### src/rtl/mc_core_pkg.sv
`default_nettype none
// ============================================================================
// Module   : mc_core_pkg
// Purpose  : Opcode/state encodings and instruction field positions for mc_core.
// Revision : 1.0
// ============================================================================
package mc_core_pkg;

  typedef enum logic [2:0] {
    OP_MOV  = 3'b000,
    OP_ADD  = 3'b001,
    OP_XOR  = 3'b010,
    OP_LDI  = 3'b011,
    OP_LD   = 3'b100,
    OP_ST   = 3'b101,
    OP_BEQ  = 3'b110,
    OP_HALT = 3'b111
  } op_e;

  typedef enum logic [2:0] {
    S_IDLE  = 3'd0,
    S_FETCH = 3'd1,
    S_EXEC  = 3'd2,
    S_LOAD  = 3'd3,
    S_DONE  = 3'd4
  } state_e;

  localparam logic [2:0] REG_OUT = 3'd7;

  localparam int OP_HI = 8;
  localparam int OP_LO = 6;
  localparam int B_HI  = 5;
  localparam int B_LO  = 3;
  localparam int A_HI  = 2;
  localparam int A_LO  = 0;

endpackage
`default_nettype wire

### src/rtl/mc_core_regfile.sv
`default_nettype none
// ============================================================================
// Module   : mc_core_regfile
// Purpose  : 8 x W register file, two async read ports, one sync write port.
// Revision : 1.0
// ============================================================================
module mc_core_regfile
  import mc_core_pkg::*;
#(
  parameter int W = 8
) (
  input  logic         clk,
  input  logic         reset_n,
  input  logic         clr,
  input  logic         we,
  input  logic [2:0]   waddr,
  input  logic [W-1:0] wdata,
  input  logic [2:0]   raddr_a,
  input  logic [2:0]   raddr_b,
  output logic [W-1:0] rdata_a,
  output logic [W-1:0] rdata_b,
  output logic [W-1:0] out_reg
);

  logic [W-1:0] regs [8];

  // Start-of-program clear takes priority over any pending write.
  always_ff @(posedge clk or negedge reset_n) begin
    if (!reset_n) begin
      for (int i = 0; i < 8; i++) regs[i] <= '0;
    end else if (clr) begin
      for (int i = 0; i < 8; i++) regs[i] <= '0;
    end else if (we) begin
      regs[waddr] <= wdata;
    end
  end

  assign rdata_a = regs[raddr_a];
  assign rdata_b = regs[raddr_b];
  assign out_reg = regs[REG_OUT];

endmodule
`default_nettype wire

### src/rtl/mc_core.sv
`default_nettype none
// ============================================================================
// Module   : mc_core
// Purpose  : Multi-cycle 9-bit-instruction core; MC_CORE_CYCLE_CNT_EN adds cycle_cnt.
// Revision : 1.0
// ============================================================================
module mc_core
  import mc_core_pkg::*;
#(
  parameter int W      = 8,
  parameter int D      = 12,
  parameter int END_PC = 128
) (
  input  logic         clk,
  input  logic         reset_n,
  input  logic         req,
  output logic         done,
  output logic [D-1:0] imem_addr,
  input  logic [8:0]   imem_data,
  output logic [W-1:0] dmem_addr,
  output logic [W-1:0] dmem_wdata,
  output logic         dmem_we,
  input  logic [W-1:0] dmem_rdata
`ifdef MC_CORE_CYCLE_CNT_EN
  ,
  output logic [31:0]  cycle_cnt
`endif
);

  localparam logic [D-1:0] PC_ONE   = {{(D-1){1'b0}}, 1'b1};
  localparam logic [31:0]  END_PC_U = 32'(END_PC);

  state_e       state;
  logic [D-1:0] pc;
  logic [8:0]   ir;
  logic [8:0]   instr;
  op_e          op;
  logic [2:0]   fa;
  logic [2:0]   fb;
  logic [W-1:0] ra;
  logic [W-1:0] rb;
  logic [W-1:0] r7;
  logic [W-1:0] imm;
  logic [D-1:0] br_off;
  logic [D-1:0] pc_next;
  logic         end_hit;
  logic         rf_clr;
  logic         rf_we;
  logic [2:0]   rf_waddr;
  logic [W-1:0] rf_wdata;

  // EXEC decodes straight from the ROM output; LOAD reuses the latched copy.
  assign instr = (state == S_EXEC) ? imem_data : ir;
  assign op    = op_e'(instr[OP_HI:OP_LO]);
  assign fa    = instr[A_HI:A_LO];
  assign fb    = instr[B_HI:B_LO];
  assign imm   = {{(W-6){1'b0}}, instr[B_HI:A_LO]};

  generate
    if (W >= D) begin : g_off_trunc
      assign br_off = r7[D-1:0];
    end else begin : g_off_sext
      assign br_off = {{(D-W){r7[W-1]}}, r7};
    end
  endgenerate

  assign pc_next = (op == OP_BEQ && ra == rb) ? pc + br_off : pc + PC_ONE;
  assign end_hit = (32'(pc_next) == END_PC_U);

  assign imem_addr  = pc;
  assign dmem_addr  = ra;
  assign dmem_wdata = rb;
  assign dmem_we    = (state == S_EXEC) && (op == OP_ST);
  assign rf_clr     = (state == S_IDLE) && req;

  always_comb begin
    rf_we    = 1'b0;
    rf_waddr = REG_OUT;
    rf_wdata = '0;
    if (state == S_EXEC) begin
      case (op)
        OP_MOV: begin rf_we = 1'b1; rf_waddr = fb; rf_wdata = ra; end
        OP_ADD: begin rf_we = 1'b1; rf_wdata = ra + rb; end
        OP_XOR: begin rf_we = 1'b1; rf_wdata = ra ^ rb; end
        OP_LDI: begin rf_we = 1'b1; rf_wdata = imm; end
        default: ;
      endcase
    end else if (state == S_LOAD) begin
      rf_we    = 1'b1;
      rf_wdata = dmem_rdata;
    end
  end

  mc_core_regfile #(.W(W)) u_regfile (
    .clk     (clk),
    .reset_n (reset_n),
    .clr     (rf_clr),
    .we      (rf_we),
    .waddr   (rf_waddr),
    .wdata   (rf_wdata),
    .raddr_a (fa),
    .raddr_b (fb),
    .rdata_a (ra),
    .rdata_b (rb),
    .out_reg (r7)
  );

  always_ff @(posedge clk or negedge reset_n) begin
    if (!reset_n) begin
      state <= S_IDLE;
      pc    <= '0;
      ir    <= '0;
      done  <= 1'b0;
    end else begin
      done <= (state == S_DONE);
      case (state)
        S_IDLE: begin
          if (req) begin
            pc    <= '0;
            state <= S_FETCH;
          end
        end
        S_FETCH: state <= S_EXEC;
        S_EXEC: begin
          ir <= imem_data;
          if (op == OP_HALT) begin
            state <= S_DONE;
          end else if (op == OP_LD) begin
            state <= S_LOAD;
          end else begin
            pc    <= pc_next;
            state <= end_hit ? S_DONE : S_FETCH;
          end
        end
        S_LOAD: begin
          pc    <= pc_next;
          state <= end_hit ? S_DONE : S_FETCH;
        end
        S_DONE: begin
          if (!req) state <= S_IDLE;
        end
        default: state <= S_IDLE;
      endcase
    end
  end

`ifdef MC_CORE_CYCLE_CNT_EN
  always_ff @(posedge clk or negedge reset_n) begin
    if (!reset_n) begin
      cycle_cnt <= '0;
    end else if (rf_clr) begin
      cycle_cnt <= '0;
    end else if ((state == S_FETCH || state == S_EXEC || state == S_LOAD) &&
                 cycle_cnt != 32'hFFFF_FFFF) begin
      cycle_cnt <= cycle_cnt + 32'd1;
    end
  end
`endif

endmodule
`default_nettype wire

### config.mk
export PLATFORM = sky130hd
export DESIGN_NAME = mc_core
export DESIGN_NICKNAME = d
export VERILOG_FILES = /design/src/rtl/mc_core_pkg.sv /design/src/rtl/mc_core_regfile.sv /design/src/rtl/mc_core.sv
export SDC_FILE = /design/constraint.sdc
export NUM_CORES = 1
export LEC_CHECK = 0
export ABC_AREA = 1
export CAP_MARGIN = 5
export CORE_MARGIN = 2
export CORE_UTILIZATION = 38
export DETAILED_ROUTE_END_ITERATION = 10
export DONT_BUFFER_PORTS = 1
export HOLD_SLACK_MARGIN = 0.08
export SLEW_MARGIN = 20
export SYNTH_ARGS = -nofsm -noshare
export SYNTH_HDL_FRONTEND = slang
export SYNTH_SLANG_ARGS = --single-unit
### constraint.sdc
create_clock -name clk -period 4.69 [get_ports clk]
set_input_delay 0 -clock clk [delete_from_list [all_inputs] [get_ports clk]]
set_output_delay 0 -clock clk [all_outputs]
set_load 0.02 [all_outputs]
==> out/metrics.yaml <==
status:
  status: "finished, violations left"
  violations: "negative setup slack"
power_and_ir_drop:
  total_leakage_power_nw: 3.50
  powerDensity_mw_per_mm2: 777
  peakVddDrop_v: 0.000458
final_layout:
  mostFrequentLayoutCells: "nand2_1 (131), buf_4 (104), inv_1 (97), dfrtp_1 (89), nand3_1 (78)"
  max_flop_register: "u_regfile.regs"
  final_common_cell: "nand2_1"
  final_nets: 931
  fillerInstances: 1469
  area_delta_synth_final_pct: 29.2
  drive_gt1_share_pct: 25.5
  fin_area_mm2: 0.00770
  largest_reg_flops: 56
  antenna_cells: 0
  stdcell_count: 1106
place:
  post-place-cells: 1053
  pre_cts_ws_ps: -65.6
  gp_congestion: 0.934
  postPlaceCellArea_mm2: 0.00679
  numPortBuffers: 0
  hpwl_um: 14100
global_route:
  grt_pass1_vias: 5531
  antenna_found_initial: 0
  grt_remaining_overflow: 0
  grt_pass1_wl_um: 30600
  grt_use_total_pct: 23.8
  grt_max_degree: 90
sta:
  setup-tns-final_ps: -197
  rsz0062_at_grt: "yes"
  setup_viol: 2
  finalCriticalPeriod_ps: 4800
  fmax_ghz: 0.208
  relSlewSlack_pct: 24.3
  layout_setup_ws_ps: -114
  period_share_pct: 102
  maxSlewViolCount: 0
  skew_ps: 11.0
  hold_viol_final: 0
  worst_pin_slew_ps: 1130
route:
  drt_first_pass_iters: 7
  drt-total-wl_um: 20300
  wl_per_cell_um: 18.4
  drt_iter0_drc: 524
  ant_nets: 0
  remaining_drc_errors: 0
  vias: 6130
  vias_per_cell: 5.54
critical_path:
  rrSetupSlack_ps: -110
  worstPathArrival_ps: 5050
  cp_num_buf_inv: 2
  critPathCaptureType: "flip-flop"
  cp_top_family: "simple AND/OR/NAND/NOR gates"
  critPathKind: "reg2reg"
  start_kind: "flip-flop"
  cp_max_fo: 20
  max_stage_delay_ps: 410
  cp.required_ps: 4930
  cp_common_cell: "nand3_1"
  cp_slowest_cell: "dfrtp_1"
die:
  dieWidth_um: 129
  dieArea_mm2: 0.0167
  chipHeight_um: 129
  core-area_mm2: 0.0153
  start_util_pct: 39.1
  io_pins: 50
  num_rows: 45
synthesis:
  syn_avg_cell_area_um2: 7.63
  synth_fp_nets: 822
  syn-instance-count: 782
  postSynthRegisterBits: 89
  synth_fa_ha_area_share_pct: 4.45
  syn_area_mm2: 0.00596
  muxShareOfSynthArea_pct: 0.839
  synth_cell_types: 45
  synth-compound-area-share_pct: 21.7
  synth-simple-area-share_pct: 24.3
  yosysSeqAreaShare_pct: 37.3
  yosysWarnings: 0
  synth-xor-area-share_pct: 1.62
  synth_top_family_by_area: "simple AND/OR/NAND/NOR gates"
clocking:
  clkTransAtPathRegs_ps: 70
  clockBufferDepth: 2
  cts_root_buffer: "clkbuf_16"
  h-tree-depth: 3
  tritoncts: "done"
  cts_inserted_buffers: 9
  clk_latency_ps: 360
  cts.sinks: 89
run:
  cap_viol_max_count: 0
worst_hold_path:
  hp-class: "in2reg"
==> cell type report <==
type,count,area (um^2),share of cell area [%]
clock buffer,10,229,2.97
inverter,114,433,5.62
sequential,89,2230,28.9
multi-input combinational,553,3400,44.1
timing repair buffer,124,1100,14.2
clock inverter,5,57.6,0.747
tap,211,264,3.43
==> cells in the mapped netlist (all sizes together) <==
| cell type | n | share of area, % |
|---|---|---|
| buf | 16 | 1.8 |
| nor2 | 52 | 4.7 |
| inv | 113 | 7.2 |
| o211ai | 40 | 5.6 |
| o21bai | 2 | 0.25 |
| nand3b | 1 | 0.13 |
| ha | 18 | 3.8 |
| nand2 | 156 | 11 |
| a221oi | 1 | 0.15 |
| o21ai | 81 | 7.2 |
| nand4 | 8 | 0.84 |
| fa | 2 | 0.67 |
| a21o | 1 | 0.13 |
| o31ai | 1 | 0.13 |
| a22oi | 4 | 0.50 |
| o22ai | 44 | 4.6 |
| xor2 | 9 | 1.3 |
| dfrtp | 89 | 37 |
| or2 | 2 | 0.21 |
| a21oi | 30 | 2.6 |
| clkbuf | 11 | 0.69 |
| nor3 | 3 | 0.25 |
| mux2i | 5 | 0.84 |
| o2111ai | 4 | 0.59 |
| nand3 | 84 | 7.2 |
| and2 | 2 | 0.21 |
| clkinv | 1 | 0.063 |
| xnor2 | 2 | 0.29 |
==> through the flow <==
step                      hold slack [ps]  util (%)  power [mW]
final                                 106      50.5        5.98
after global routing                  131      50.5        6.34
after CTS                            90.8      47.7        5.47
after detailed placement             -293      44.5        4.64
after global placement               -293      44.5        4.64
after floorplan                      -296         -        3.21
==> worst paths after layout <==
kind                                         from                    to  cells after the start
worst max-delay path                     state[2]              state[0]                     27
worst min-delay path                dmem_rdata[7]  u_regfile.out_reg[7]                      4
worst max register to register           state[2]              state[0]                     27
worst min register to register  u_regfile.regs[8]     u_regfile.regs[8]                      2
max in group asynchronous                 reset_n    u_regfile.regs[50]                      2
min in group asynchronous                 reset_n         imem_addr[10]                      2
==> where the power goes <==
group | internal, mW | leakage, nW | switching (mW)
Sequential | 0.868 | 1.21 | 0.0890
Combinational | 1.71 | 2.16 | 2.60
Clock | 0.409 | 0.131 | 0.310
Total | 2.99 | 3.50 | 3.00
==> worst register-to-register path: stages, from the launching register on <==
cell     delay [ps]
dfrtp_1         410
nor2_4          250
nand2_4         130
nand2_2         110
nand2_1          90
buf_12          170
o21ai_0         300
o21ai_1         120
mux2i_1         260
ha_1            300
nor2_1           90
nand4_1         130
nor3_2          210
buf_4           200
nand3_2         110
ha_4            200
fa_2            380
nand3_1         110
nand2_2          70
xor2_1          150
nor2_1          100
nand3_1          80
nor2_1          140
nand3_1         110
nor2_2          180
nand3_1         110
a21oi_2         120
a21oi_1          70
==> what timing repair did <==
item / CTS / global route
setup endpoints to repair: 2 / 4
gates resized for setup: 9 / 51
hold buffers: 11 / 0
pin swaps: 2 / 30
setup buffers: 2 / 21
hold endpoints to repair: 100 / 0
gates cloned: 1 / 3
==> cell families after synthesis <==
| kind of cell | after synthesis |
|---|---|
| buffers and inverters | 141 |
| xor gates and xnor gates | 11 |
| adders and majority gates | 20 |
| muxes | 5 |
| and+or+nand+nor | 308 |
| DFF | 89 |
| AOI/OAI and AO/OA | 208 |
==> metal layers <==
metal	global-route usage [%]	share of wire [%]	vias up
met5	0	0	-
met4	8.50	3.1	0
met3	4.95	8.3	53
met2	35.9	45	279
met1	33.7	44	2906
li1	-	-	2892
Note: power is estimated with default switching activity, not from simulation.
